--- src/rtl/wb_initiator.sv ---
// Single-transaction strobe/ACK bus initiator: turns a one-cycle host request
// into exactly one bus cycle, with ACK timeout and a one-cycle recovery gap.
module wb_initiator #(
   parameter int TIMEOUT_CYC = 16,
   parameter int CNT_W       = 8
) (
   input  logic        iCLK,
   input  logic        iRST,
   input  logic        iReq,
   input  logic        iReqWE,
   input  logic [31:0] iReqADR,
   input  logic [31:0] iReqDAT,
   output logic        oBusy,
   output logic        oDone,
   output logic [31:0] oRdData,
   output logic        oTimeout,
   output logic [31:0] oADR,
   output logic [31:0] oDAT,
   input  logic [31:0] iDAT,
   output logic        oSTB,
   output logic        oWE,
   input  logic        iACK
);

   typedef enum logic [1:0] {
      IDLE,
      WAIT_ACK,
      RECOVER
   } state_t;

   localparam logic [CNT_W-1:0] CNT_LAST = CNT_W'(TIMEOUT_CYC - 1);

   state_t           state_q, state_d;
   logic [CNT_W-1:0] cnt_q, cnt_d;
   logic             busy_q, busy_d;
   logic             done_q, done_d;
   logic [31:0]      rdData_q, rdData_d;
   logic             timeout_q, timeout_d;
   logic [31:0]      adr_q, adr_d;
   logic [31:0]      dat_q, dat_d;
   logic             stb_q, stb_d;
   logic             we_q, we_d;

   always_ff @(posedge iCLK or negedge iRST) begin
      if (!iRST) begin
         state_q   <= IDLE;
         cnt_q     <= '0;
         busy_q    <= 1'b0;
         done_q    <= 1'b0;
         rdData_q  <= '0;
         timeout_q <= 1'b0;
         adr_q     <= '0;
         dat_q     <= '0;
         stb_q     <= 1'b0;
         we_q      <= 1'b0;
      end else begin
         state_q   <= state_d;
         cnt_q     <= cnt_d;
         busy_q    <= busy_d;
         done_q    <= done_d;
         rdData_q  <= rdData_d;
         timeout_q <= timeout_d;
         adr_q     <= adr_d;
         dat_q     <= dat_d;
         stb_q     <= stb_d;
         we_q      <= we_d;
      end
   end

   // ACK is tested before the timeout so a late ACK on the last edge still wins.
   always_comb begin
      state_d   = state_q;
      cnt_d     = cnt_q;
      busy_d    = busy_q;
      done_d    = 1'b0;
      rdData_d  = rdData_q;
      timeout_d = timeout_q;
      adr_d     = adr_q;
      dat_d     = dat_q;
      stb_d     = stb_q;
      we_d      = we_q;
      unique case (state_q)
         IDLE: begin
            if (iReq) begin
               adr_d     = iReqADR;
               dat_d     = iReqDAT;
               we_d      = iReqWE;
               stb_d     = 1'b1;
               busy_d    = 1'b1;
               timeout_d = 1'b0;
               cnt_d     = '0;
               state_d   = WAIT_ACK;
            end
         end
         WAIT_ACK: begin
            if (iACK) begin
               stb_d   = 1'b0;
               done_d  = 1'b1;
               if (!we_q) begin
                  rdData_d = iDAT;
               end
               state_d = RECOVER;
            end else if (cnt_q == CNT_LAST) begin
               stb_d     = 1'b0;
               done_d    = 1'b1;
               timeout_d = 1'b1;
               state_d   = RECOVER;
            end else begin
               cnt_d = cnt_q + CNT_W'(1);
            end
         end
         RECOVER: begin
            busy_d  = 1'b0;
            state_d = IDLE;
         end
         default: begin
            state_d = IDLE;
         end
      endcase
   end

   assign oBusy    = busy_q;
   assign oDone    = done_q;
   assign oRdData  = rdData_q;
   assign oTimeout = timeout_q;
   assign oADR     = adr_q;
   assign oDAT     = dat_q;
   assign oSTB     = stb_q;
   assign oWE      = we_q;

endmodule

--- config.mk ---
export PLATFORM = sky130hd
export DESIGN_NAME = wb_initiator
export DESIGN_NICKNAME = d
export VERILOG_FILES = /design/src/rtl/wb_initiator.sv
export SDC_FILE = /design/constraint.sdc
export NUM_CORES = 1
export LEC_CHECK = 0
export BUFFER_PORTS_ARGS = -buffer_cell sky130_fd_sc_hd__buf_4
export CAP_MARGIN = 40
export CORE_MARGIN = 5
export CORE_UTILIZATION = 50
export DETAILED_ROUTE_END_ITERATION = 10
export PLACE_DENSITY = 0.85
export SYNTH_ARGS = -nofsm -noshare
export SYNTH_HDL_FRONTEND = slang
export SYNTH_SLANG_ARGS = --single-unit
--- constraint.sdc ---
create_clock -name iCLK -period 3.8 [get_ports iCLK]
set_clock_uncertainty 0.1 [all_clocks]
set_input_delay 0.76 -clock iCLK [delete_from_list [all_inputs] [get_ports iCLK]]
set_output_delay 0.76 -clock iCLK [all_outputs]
set_load 0.01 [all_outputs]
Word level (Yosys, flattened, before mapping)
Cells that the tools add are included.

operators by class
  add/subtract/negate cells = 1
  bitwise operators = 1
  equality and inequality tests = 8
  reductions and logical operators = 10
  mux-type cells = 20

operator list
  cell                   count
  $mux W8                3
  $pmux W8 S2            1
  $mux W1                9
  $add A8 B1 Y8 const B  1
  $eq A8 B4 Y1 const B   1
  $ne A2 B2 Y1 const B   4
  $reduce_and A4 Y1      2
  $mux W2                3
  $pmux W1 S2            3
  $reduce_and A2 Y1      3
  $reduce_and A3 Y1      2
  $pmux W2 S2            1
  $reduce_bool A2 Y1     2
  $ne A3 B3 Y1 const B   1
  $eq A2 B1 Y1 const B   1
  $eq A2 B2 Y1 const B   1
  $logic_not A2 Y1       1
  $not A1 Y1             1

word-level totals
  register bits = 111
  word-level logic and storage cells = 50
  bits of input ports = 101

Longest topological paths before layout
Gate-level depths: netlist of run 1.

  depth after elaboration = 4
  depth in mapped cells = 5
  gate-level depth less buffers = 5

Worst setup path before layout of run 1
Ideal clock, no wire load.

  kind = input-to-reg
  start point = input iReq
  end point = register adr_q[24] (netlist: oADR[24])
  setup slack = 1.751 ns
  cell stages on the path = 5
  data arrival time = 1.824 ns
  buffers on the path = 2
  cells stage by stage = nand2b_1 -> nor2_1 -> buf_2 -> buf_2 -> mux2_2

on the way
  word-level cells in the longest chain between the ends = 1

RTL lines
  element                      line  RTL
  start, declared              9     input logic iReq,
  $reduce_and A2 Y1 (no line)  n/a
  end signal, assigned         63    adr_q <= adr_d;
  end, declared                39    logic [31:0] adr_q, adr_d;

Every way passes these cells.
A chain may end at the register's enable or synchronous reset.

Worst setup path after layout of run 1
  start point = register state_q[0]
  end point = register adr_q[7] (netlist: oADR[7])

on the way
  word-level cells in the longest chain between the ends = 2

RTL lines
  element                      line  RTL
  start, declared              33    state_t state_q, state_d;
  start signal, assigned       57    state_q <= state_d;
  $logic_not A2 Y1             82    unique case (state_q)
  $reduce_and A2 Y1 (no line)  n/a

Every way passes these cells.

==> metrics.csv, run 1 <==
stage;metric;value;unit
route;vias post-DR;3037;
cells_and_area;Layout area overhead;43.09;%
cells_and_area;fin cells;591;
clocking;cts hold-fix bufs;0;
synthesis;Seq cells post-synth;111;
global_route;number of global-route vias before repair;3375;
sta;slack of the critical path;1.704;ns
place;Post-Place Cells;575;
synthesis;yosys warns;0;
synthesis;XOR/XNOR share of the synthesized area;0;
synthesis;simple-gate share of the synthesized area;0.04872;
place;DP Worst Slack;1.416;ns
floorplanning;Die Span Y;102.6;um
clocking;clock sink total;111;
clocking;PostCTS Resize Cnt;0;
synthesis;number of flops mapped to enable cells by yosys;0;
sta;final setup TNS;0;ns
place;Placer Congestion;0.7685;
synthesis;Synth top area share;0.6476;
floorplanning;Die Width;102.6;um
synthesis;asr flop ratio synth;1.000;
floorplanning;row count;33;
cells_and_area;most common cell after layout, fill and taps aside;buf_4;
synthesis;Avg Inst Size Synth;15.48;um^2
route;routed length per instance;18.55;um
sta;Final Cycle Share;0.5516;
synthesis;largest family of logic cells by synthesized area;multiplexers;
sta;relative max-transition margin;0.5531;
power;worst vdd ir;443.0;uV
worst_setup_path;worst reg2reg path depth;4;
worst_setup_path;CP Class;reg2reg;
cells_and_area;final core occ;0.7395;
clocking;CTS tree;built;
sta;Final setup viols;0;
synthesis;post-synthesis compound-gate area fraction;0.02859;
worst_setup_path;internal reg-to-reg setup slack;1.70;ns
power;pwr dens;797.5;nW/um^2
place;port bufs;201;
floorplanning;die footprint;10530;um^2
route;Initial DRC Count;85;
job;MaxCap Viol Count;0;
clocking;Post-CTS Setup Bufs;0;
global_route;first-pass GRT wire length;17.09;mm
cells_and_area;Sequential Area;2778;um^2
run_status;run status;finished clean;
place;HPWL Detailed;8.535;mm
clocking;CTS root buf;clkbuf_8;
global_route;GRT Overall Usage;0.2124;
power;Lkg Pwr;0.002926;uW
clocking;worst skew pair latency;0.36;ns
synthesis;total nets after synthesis;379;
synthesis;synth top area cells;dfrtp_1 65%, mux2_2 25%, buf_2 1.2%, o31ai_1 0.70%, or4_1 0.53%;
synthesis;Synth Area in Adders;0.002917;
route;Routed WL;10.96;mm
clocking;Num CTS Buffers;9;
sta;RSZ-0062 raised after global routing;no;
synthesis;post-synth top area cell;dfrtp_1;
worst_setup_path;CP Capture Type;flop;
route;Remaining DRCs;0;
route;Vias/cell;5.139;
global_route;largest net degree at the start of global routing;60;
sta;Hold WS;0.3154;ns
cells_and_area;FILL cells;550;
global_route;grt ovf;0;
min_path;HP Class;in2async;
cells_and_area;diode count;0;
cells_and_area;footprint of the multi-input gates;1460;um^2
global_route;initial antenna violation count;0;
clocking;Clock Path Buffers;2;
floorplanning;I/O Pins;202;
sta;Slew @ Worst Pin;0.6704;ns
worst_setup_path;CP Data Required Time;3.94;ns
synthesis;library cells used by synthesis;34;
floorplanning;core region area;8299;um^2
cells_and_area;Final #Nets;583;
floorplanning;starting density of the core;0.5168;
clocking;Reg clk slew, reported paths;0.11;ns
synthesis;fraction of the yosys area taken by sequential cells;0.6476;
synthesis;top_reg_cell synth;dfrtp_1;
sta;f_max;477.1;MHz
clocking;htree depth;3;
route;ANT nets after route;0;
sta;Final Slew Violations;0;
route;First-pass DRT Iterations;4;
sta;Final Hold Viols;0;
cells_and_area;most frequent cells in the layout;202 x buf_4, 111 x dfrtp_1, 97 x mux2_2, 12 x clkbuf_8, 5 x nand2_1;
synthesis;mapped cell area;4289;um^2
worst_setup_path;Max FO, Critical Path;52;
worst_setup_path;CP arrival;2.24;ns
synthesis;post-synthesis mux area share;0.2570;
cells_and_area;share of post-route cells with drive strength above 1;0.6646;
sta;time the worst path needs with I/O delays and setup;2.096;ns
worst_setup_path;crit start category;flop;
synthesis;Syn Inst Count;277;
where the power goes:
part           internal [uW]  switching, uW  total (uW)
clock                    302            391         693
sequential              1740            339        2080
combinational           1240            878        2120
total                   3290           1610        4890
per-layer routing:
layer | vias up | track usage | wire, um
li1 | 1391 | - | -
met1 | 1500 | 0.2259 | 3657
met2 | 138 | 0.3739 | 5868
met3 | 8 | 0.1049 | 1354
met4 | 0 | 0.05853 | 81
met5 | - | 0 | 0
cell families after synthesis:
logic type               Yosys count
flip-flops                       111
multiplexers                      98
AND/OR/NAND/NOR                   35
AO/OA/AOI/OAI                     18
buffers and inverters             14
adder cells (fa/ha/maj)            1
final cells by class:
type / count / share of cell area
Sequential cell: 111 / 0.4526
Timing Repair Buffer: 204 / 0.2536
Multi-Input combinational cell: 152 / 0.2379
Clock buffer: 12 / 0.02691
Tap cell: 105 / 0.02141
Clock inverter: 4 / 0.005708
Inverter: 3 / 0.001835
final timing paths:
check | from | to
setup reg to reg | state_q[0] | oADR[7]
hold / removal | iRST | oDAT[13]
min in group iCLK | oRdData[1] | oRdData[1]
max in group asynchronous | iRST | oADR[6]
hold reg to reg | oRdData[1] | oRdData[1]
setup / recovery | state_q[0] | oADR[7]
registers in the layout, indices dropped and copies added, names as in the netlist:
name	count
cnt_q	8
oADR	32
oBusy	1
oDAT	32
oDone	1
oRdData	32
oSTB	1
oTimeout	1
oWE	1
state_q	2
critical path, stage by stage, from the launching register on:
cell,delay [ns]
dfrtp_1,0.46
nand2b_1,0.24
nor2_4,0.44
buf_12,0.33
mux2_2,0.38
per-stage QoR:
step / total power, uW / instance area (um^2)
2_1_floorplan: 3038 / 4289
3_3_place_gp: 4158 / 5937
3_5_place_dp: 4268 / 5937
4_1_cts: 4969 / 6137
5_1_grt: 5218 / 6137
6_report: 4895 / 6137
Yosys cell counts (2+ instances only):
library cell,n
dfrtp_1,111
mux2_2,97
buf_2,10
nand2_1,5
nor2_1,5
a21oi_1,4
o31ai_1,4
inv_1,3
nand2b_1,3
nor2b_1,3
or4_1,3
a221o_1,2
nand3_1,2
nor3_1,2
o21a_1,2
o21ai_0,2
or3_1,2
(Power assumes the default switching activity.)
==> run 2, diff against run 1 <==
ABC_AREA = 1   (was not set)
CORE_UTILIZATION = 47   (was 50)
PLACE_DENSITY = 0.8   (was 0.85)
clock period = 2 ns   (was 3.8 ns; I/O delays follow)
==> run 2 against run 1 <==
Effect of this change: die area increased by 10%; largest power group is now sequential cells; hold slack got worse by 0.20 ns; critical path depth increased by 1; core utilization decreased by 6.0 points; final area increased by 2.8%; count of clock-buffer cells in the layout decreased by 2; non-clock buffer count increased by 5; global-route usage decreased by 1.9 points; sequential cell count unchanged; sequential share of layout area decreased by 1.2 points; cell count increased by 31%.
==> metrics.csv, run 2 <==
stage;metric;value;unit
synthesis;Syn Inst Count;437;
floorplanning;die footprint;11580;um^2
worst_setup_path;CP peak stage delay;0.40;ns
synthesis;number of flops mapped to enable cells by yosys;0;
synthesis;asr flop ratio synth;1.000;
place;port bufs;201;
worst_setup_path;worst r2r src;state_q[0];
clocking;htree depth;3;
clocking;PostCTS Resize Cnt;0;
global_route;largest net degree at the start of global routing;56;
cells_and_area;Sequential Area;2778;um^2
floorplanning;starting density of the core;0.4823;
worst_setup_path;internal reg-to-reg setup slack;0.42;ns
cells_and_area;FILL cells;763;
route;First-pass DRT Iterations;4;
synthesis;top_reg_cell synth;dfrtp_1;
power;worst vdd ir;666.3;uV
global_route;number of global-route vias before repair;3556;
min_path;worst hold path startpoint;iReqDAT[6];
synthesis;Synth top area share;0.6203;
floorplanning;core region area;9284;um^2
global_route;initial antenna violation count;0;
sta;Final Slew Violations;0;
sta;Final setup viols;0;
route;ANT nets after route;0;
synthesis;top cells by count, synth;229 x nand2_1, 111 x dfrtp_1, 30 x mux2_4;
min_path;HP Class;in2reg;
worst_setup_path;CP max-delay cell;dfrtp_1;
cells_and_area;footprint of the multi-input gates;1541;um^2
worst_setup_path;worst reg2reg path depth;5;
global_route;grt ovf;0;
sta;final setup TNS;0;ns
place;Post-Place Cell Area;6126;um^2
cells_and_area;diode count;0;
sta;RSZ-0062 raised after global routing;no;
min_path;worst-case hold path end point;oDAT[6];
run_status;run status;finished clean;
cells_and_area;Layout area overhead;40.85;%
cells_and_area;share of post-route cells with drive strength above 1;0.4090;
route;Initial DRC Count;160;
global_route;GRT Overall Usage;0.1933;
synthesis;synth top area cells;dfrtp_1 62%, nand2_1 19%, mux2_4 10%, nand3_1 1.0%, buf_6 1.0%;
synthesis;post-synth top area cell;dfrtp_1;
cells_and_area;Final #Nets;740;
clocking;Clock Path Buffers;2;
synthesis;mapped cell area;4478;um^2
place;Placer Congestion;0.8022;
worst_setup_path;RR Endpoint;oRdData[1];
power;pwr dens;1364;nW/um^2
power;Power, Total;8604;uW
clocking;clock sink total;111;
place;HPWL Detailed;8.275;mm
route;Remaining DRCs;0;
synthesis;fraction of the yosys area taken by sequential cells;0.6203;
clocking;Num CTS Buffers;9;
synthesis;total nets after synthesis;539;
synthesis;library cells used by synthesis;24;
route;routed length per instance;14.48;um
synthesis;yosys warns;0;
synthesis;Avg Inst Size Synth;10.25;um^2
sta;f_max;632.9;MHz
worst_setup_path;CP Cell Sequence;inv_1 > nor2_4 > nand2_2 > buf_12 > mux2_2;
worst_setup_path;CP Class;reg2reg;
sta;Slew @ Worst Pin;0.4154;ns
sta;relative max-transition margin;0.7230;
cells_and_area;post-route cell area;6307;um^2
clocking;Reg clk slew, reported paths;0.11;ns
sta;Final Hold Viols;0;
clocking;worst skew pair latency;0.35;ns
cells_and_area;most common cell after layout, fill and taps aside;nand2_1;
sta;Hold WS;0.1179;ns
synthesis;Seq cells post-synth;111;
worst_setup_path;CP Data Required Time;2.15;ns
sta;Final Cycle Share;0.7901;
power;Lkg Pwr;0.003502;uW
cells_and_area;final core occ;0.6794;
job;MaxCap Viol Count;0;
worst_setup_path;CP arrival;1.73;ns
floorplanning;Die Span Y;107.6;um
clocking;CTS tree;built;
sta;time the worst path needs with I/O delays and setup;1.580;ns
route;Routed WL;11.18;mm
min_path;hold path cells;3;
floorplanning;Die Width;107.6;um
floorplanning;I/O Pins;202;
route;Vias/cell;4.615;
worst_setup_path;crit start category;flop;
synthesis;most frequent cell after synthesis;nand2_1;
global_route;first-pass GRT wire length;17.86;mm
clocking;CTS root buf;clkbuf_8;
floorplanning;row count;35;
route;vias post-DR;3563;
worst_setup_path;CP Capture Type;flop;
cells_and_area;most frequent cells in the layout;229 x nand2_1, 204 x buf_4, 111 x dfrtp_1, 30 x mux2_4;
worst_setup_path;Max FO, Critical Path;26;
[run 2: cell count changes after synthesis, moves of 4 or more]
cell     before  now
mux2_4        0   30
buf_6         0    4
nor2_1        5    9
inv_1         3    8
o31ai_1       4    0
mux2_2       97    2
buf_4         0    4
nand2_1       5  229
nand3_1       2    9
o21ai_1       1    7
[run 2: report_power, final]
| group | leakage (uW) | switching (uW) | total (uW) | internal [uW] |
|---|---|---|---|---|
| clock | 0.0000870 | 756 | 1220 | 462 |
| sequential | 0.00137 | 567 | 3730 | 3170 |
| combinational | 0.00205 | 1640 | 3650 | 2010 |
| total | 0.00350 | 2970 | 8600 | 5640 |
[run 2: kinds of logic (layout without fill, tap and decap cells)]
family,Yosys count,count (layout),synth area share
buffers and inverters,28,234,0.03548
multiplexers,32,32,0.1056
adder cells (fa/ha/maj),1,1,0.002794
AO/OA/AOI/OAI,10,10,0.01173
flip-flops,111,111,0.6203
AND/OR/NAND/NOR,255,255,0.2241
[run 2: final cells by class]
cell class / count / area share
flip-flops and latches: 111 / 0.4404
multi-input cells: 298 / 0.2444
repair buffers: 209 / 0.2571
inverters: 9 / 0.005356
well taps: 129 / 0.02559
clock inverters: 6 / 0.006943
clock buffers: 10 / 0.02023
[run 2: repair_timing]
| item | in CTS | in global routing |
|---|---|---|
| hold endpoints to repair | 28 | 0 |
| buffers inserted | 0 | 0 |
| hold buffers | 1 | 0 |
[run 2: worst max-delay path: cells and delay by family (launching register included)]
family	cells	cell delay, ns
flip-flops	1	0.40
buffers and inverters	2	0.37
AND/OR/NAND/NOR	2	0.25
multiplexers	1	0.35
[run 2: per-stage QoR]
stage / setup WS [ns] / cells
2_1_floorplan: 0.6362 / 437
3_3_place_gp: 0.3370 / 755
3_5_place_dp: 0.3098 / 755
4_1_cts: 0.4026 / 772
5_1_grt: 0.3370 / 772
6_report: 0.4199 / 772
[run 2: routing by layer]
layer / global-route usage / share of wire
met5: 0 / 0
met4: 0.04148 / 0.013
met3: 0.07139 / 0.095
met2: 0.3131 / 0.47
met1: 0.2496 / 0.42
[run 2: how the worst max path moves through the flow]
stage | start | endpoint | cells after the start
global route | state_q[0] | oRdData[1] | 5
floorplan | cnt_q[0] | cnt_q[5] | 8
global placement | iACK | oRdData[1] | 6
detailed placement | iACK | oRdData[1] | 6
finish | state_q[0] | oRdData[1] | 5
CTS | state_q[0] | oRdData[1] | 5
==> run 3, diff against run 2 <==
clock period = 1.5 ns   (was 2 ns; I/O delays follow)
==> run 3 against run 2 <==
Effect of this change: fmax increased by 7.2%; wire length rose by 10%; critical path depth increased by 2; non-clock buffer count grew 27; die area unchanged; hold slack worse by 0.10 ns; count of clock-buffer cells in the layout up 1; sequential cell count is the same; clock power is 46% higher; largest power group is now combinational logic.
==> metrics.csv, run 3 (same netlist as run 2, synthesis figures left out) <==
stage;metric;value;unit
run_status;run status;finished clean;
sta;relative max-transition margin;0.7039;
clocking;CTS root buf;clkbuf_8;
clocking;htree depth;3;
clocking;Clock Path Buffers;2;
route;Remaining DRCs;0;
job;MaxCap Viol Count;0;
place;HPWL Detailed;8.876;mm
sta;Final Cycle Share;0.9824;
route;Routed WL;12.33;mm
power;worst vdd ir;975.5;uV
worst_setup_path;Buf+Inv Stages, Crit Path;0;
clocking;Num CTS Buffers;9;
cells_and_area;post-route cell area;6639;um^2
floorplanning;Die Width;107.6;um
floorplanning;die footprint;11580;um^2
worst_setup_path;Max FO, Critical Path;9;
place;Post-Place Cell Area;6168;um^2
route;Initial DRC Count;191;
route;ANT nets after route;0;
floorplanning;row count;35;
place;Placer Congestion;0.7602;
global_route;initial antenna violation count;0;
global_route;GRT Overall Usage;0.2092;
route;Vias/cell;4.786;
power;pwr dens;1795;nW/um^2
clocking;Reg clk slew, reported paths;0.11;ns
floorplanning;I/O Pins;202;
worst_setup_path;CP peak stage delay;0.45;ns
sta;Final setup viols;0;
worst_setup_path;CP Data Required Time;1.69;ns
worst_setup_path;CP Cell Sequence;ha_4 > nand3_2 > nor2_4 > nand2_2 > nand2_4 > nand2_1 > o21ai_1;
sta;Hold WS;0.01530;ns
sta;Final Slew Violations;0;
floorplanning;starting density of the core;0.4823;
cells_and_area;diode count;0;
power;Lkg Pwr;0.003645;uW
route;vias post-DR;3829;
route;routed length per instance;15.41;um
clocking;worst skew pair latency;0.36;ns
global_route;first-pass GRT wire length;19.21;mm
route;First-pass DRT Iterations;4;
clocking;CTS tree;built;
worst_setup_path;crit start category;flop;
worst_setup_path;CP Class;reg2reg;
global_route;grt ovf;0;
clocking;clock sink total;111;
worst_setup_path;CP arrival;1.66;ns
worst_setup_path;CP Capture Type;flop;
sta;Slew @ Worst Pin;0.4441;ns
sta;time the worst path needs with I/O delays and setup;1.474;ns
cells_and_area;most common cell after layout, fill and taps aside;nand2_1;
worst_setup_path;CP max-delay cell;dfrtp_1;
sta;Final Hold Viols;0;
cells_and_area;most frequent cells in the layout;227 x nand2_1, 209 x buf_4, 111 x dfrtp_1, 30 x mux2_4, 21 x dlygate4sd3_1;
sta;f_max;678.6;MHz
place;DP Worst Slack;0.01794;ns
floorplanning;core region area;9284;um^2
cells_and_area;Layout area overhead;48.25;%
min_path;HP Class;in2reg;
global_route;largest net degree at the start of global routing;83;
global_route;number of global-route vias before repair;3895;
floorplanning;Die Span Y;107.6;um
sta;slack of the critical path;0.02636;ns
cells_and_area;share of post-route cells with drive strength above 1;0.4113;
place;port bufs;201;
cells_and_area;Final #Nets;768;
worst_setup_path;Worst path top cell family by delay;simple AND/OR/NAND/NOR gates;
## run 3: routing by layer
metal / wire, um / GRT usage
met4: 193 / 0.04238
met2: 6237 / 0.3592
met3: 1191 / 0.08638
met5: 0 / 0
met1: 4706 / 0.2468
## run 3: final cells by class
type                       count  area (um^2)
clock buffer                  11        151.4
clock inverter                 5        46.29
fill                         690         2645
inverter                       9        33.78
multi-input combinational    299         1578
sequential                   111         2778
tap                          129        161.4
timing repair buffer         236         1891
## run 3: power by group
part	internal [uW]	switching, uW
Clock	730	1050
Sequential	4220	778
Combinational	2820	2310
Total	7770	4140
## run 3: stage by stage
step	power, uW	instances	TNS, ns	utilization
floorplan	7307	437	0	-
global placement	9867	759	0	0.6644
detailed placement	10060	759	0	0.6644
CTS	11940	787	0	0.6991
global route	12690	800	-0.07032	0.7151
finish	11910	800	0	0.7151
## run 3: timing repair
item | 4_1_cts | 5_1_grt
setup buffers | 1 | 2
gates resized for setup | 3 | 5
setup endpoints to repair | 1 | 13
pin swaps | 1 | 1
endpoints found under the hold margin | 120 | 11
cloned | 1 | 0
hold buffers | 10 | 11
## run 3: path summary, 6_finish.rpt
| path | start | to | slack [ns] | cells after the start |
|---|---|---|---|---|
| worst max-delay path | cnt_q[1] | cnt_q[2] | 0.03 | 7 |
| worst min-delay path | iReqADR[22] | oADR[22] | 0.02 | 3 |
| worst max register to register | cnt_q[1] | cnt_q[2] | 0.03 | 7 |
| worst min register to register | oDAT[31] | oDAT[31] | 0.39 | 2 |
| max in group asynchronous | iRST | oRdData[25] | 0.52 | 3 |
| min in group asynchronous | iRST | oBusy | 0.41 | 3 |
## run 3: tightest hold or removal path: stages
cell and delay, ns:
buf_4 0.08, nand2_1 0.04, nand2_1 0.04
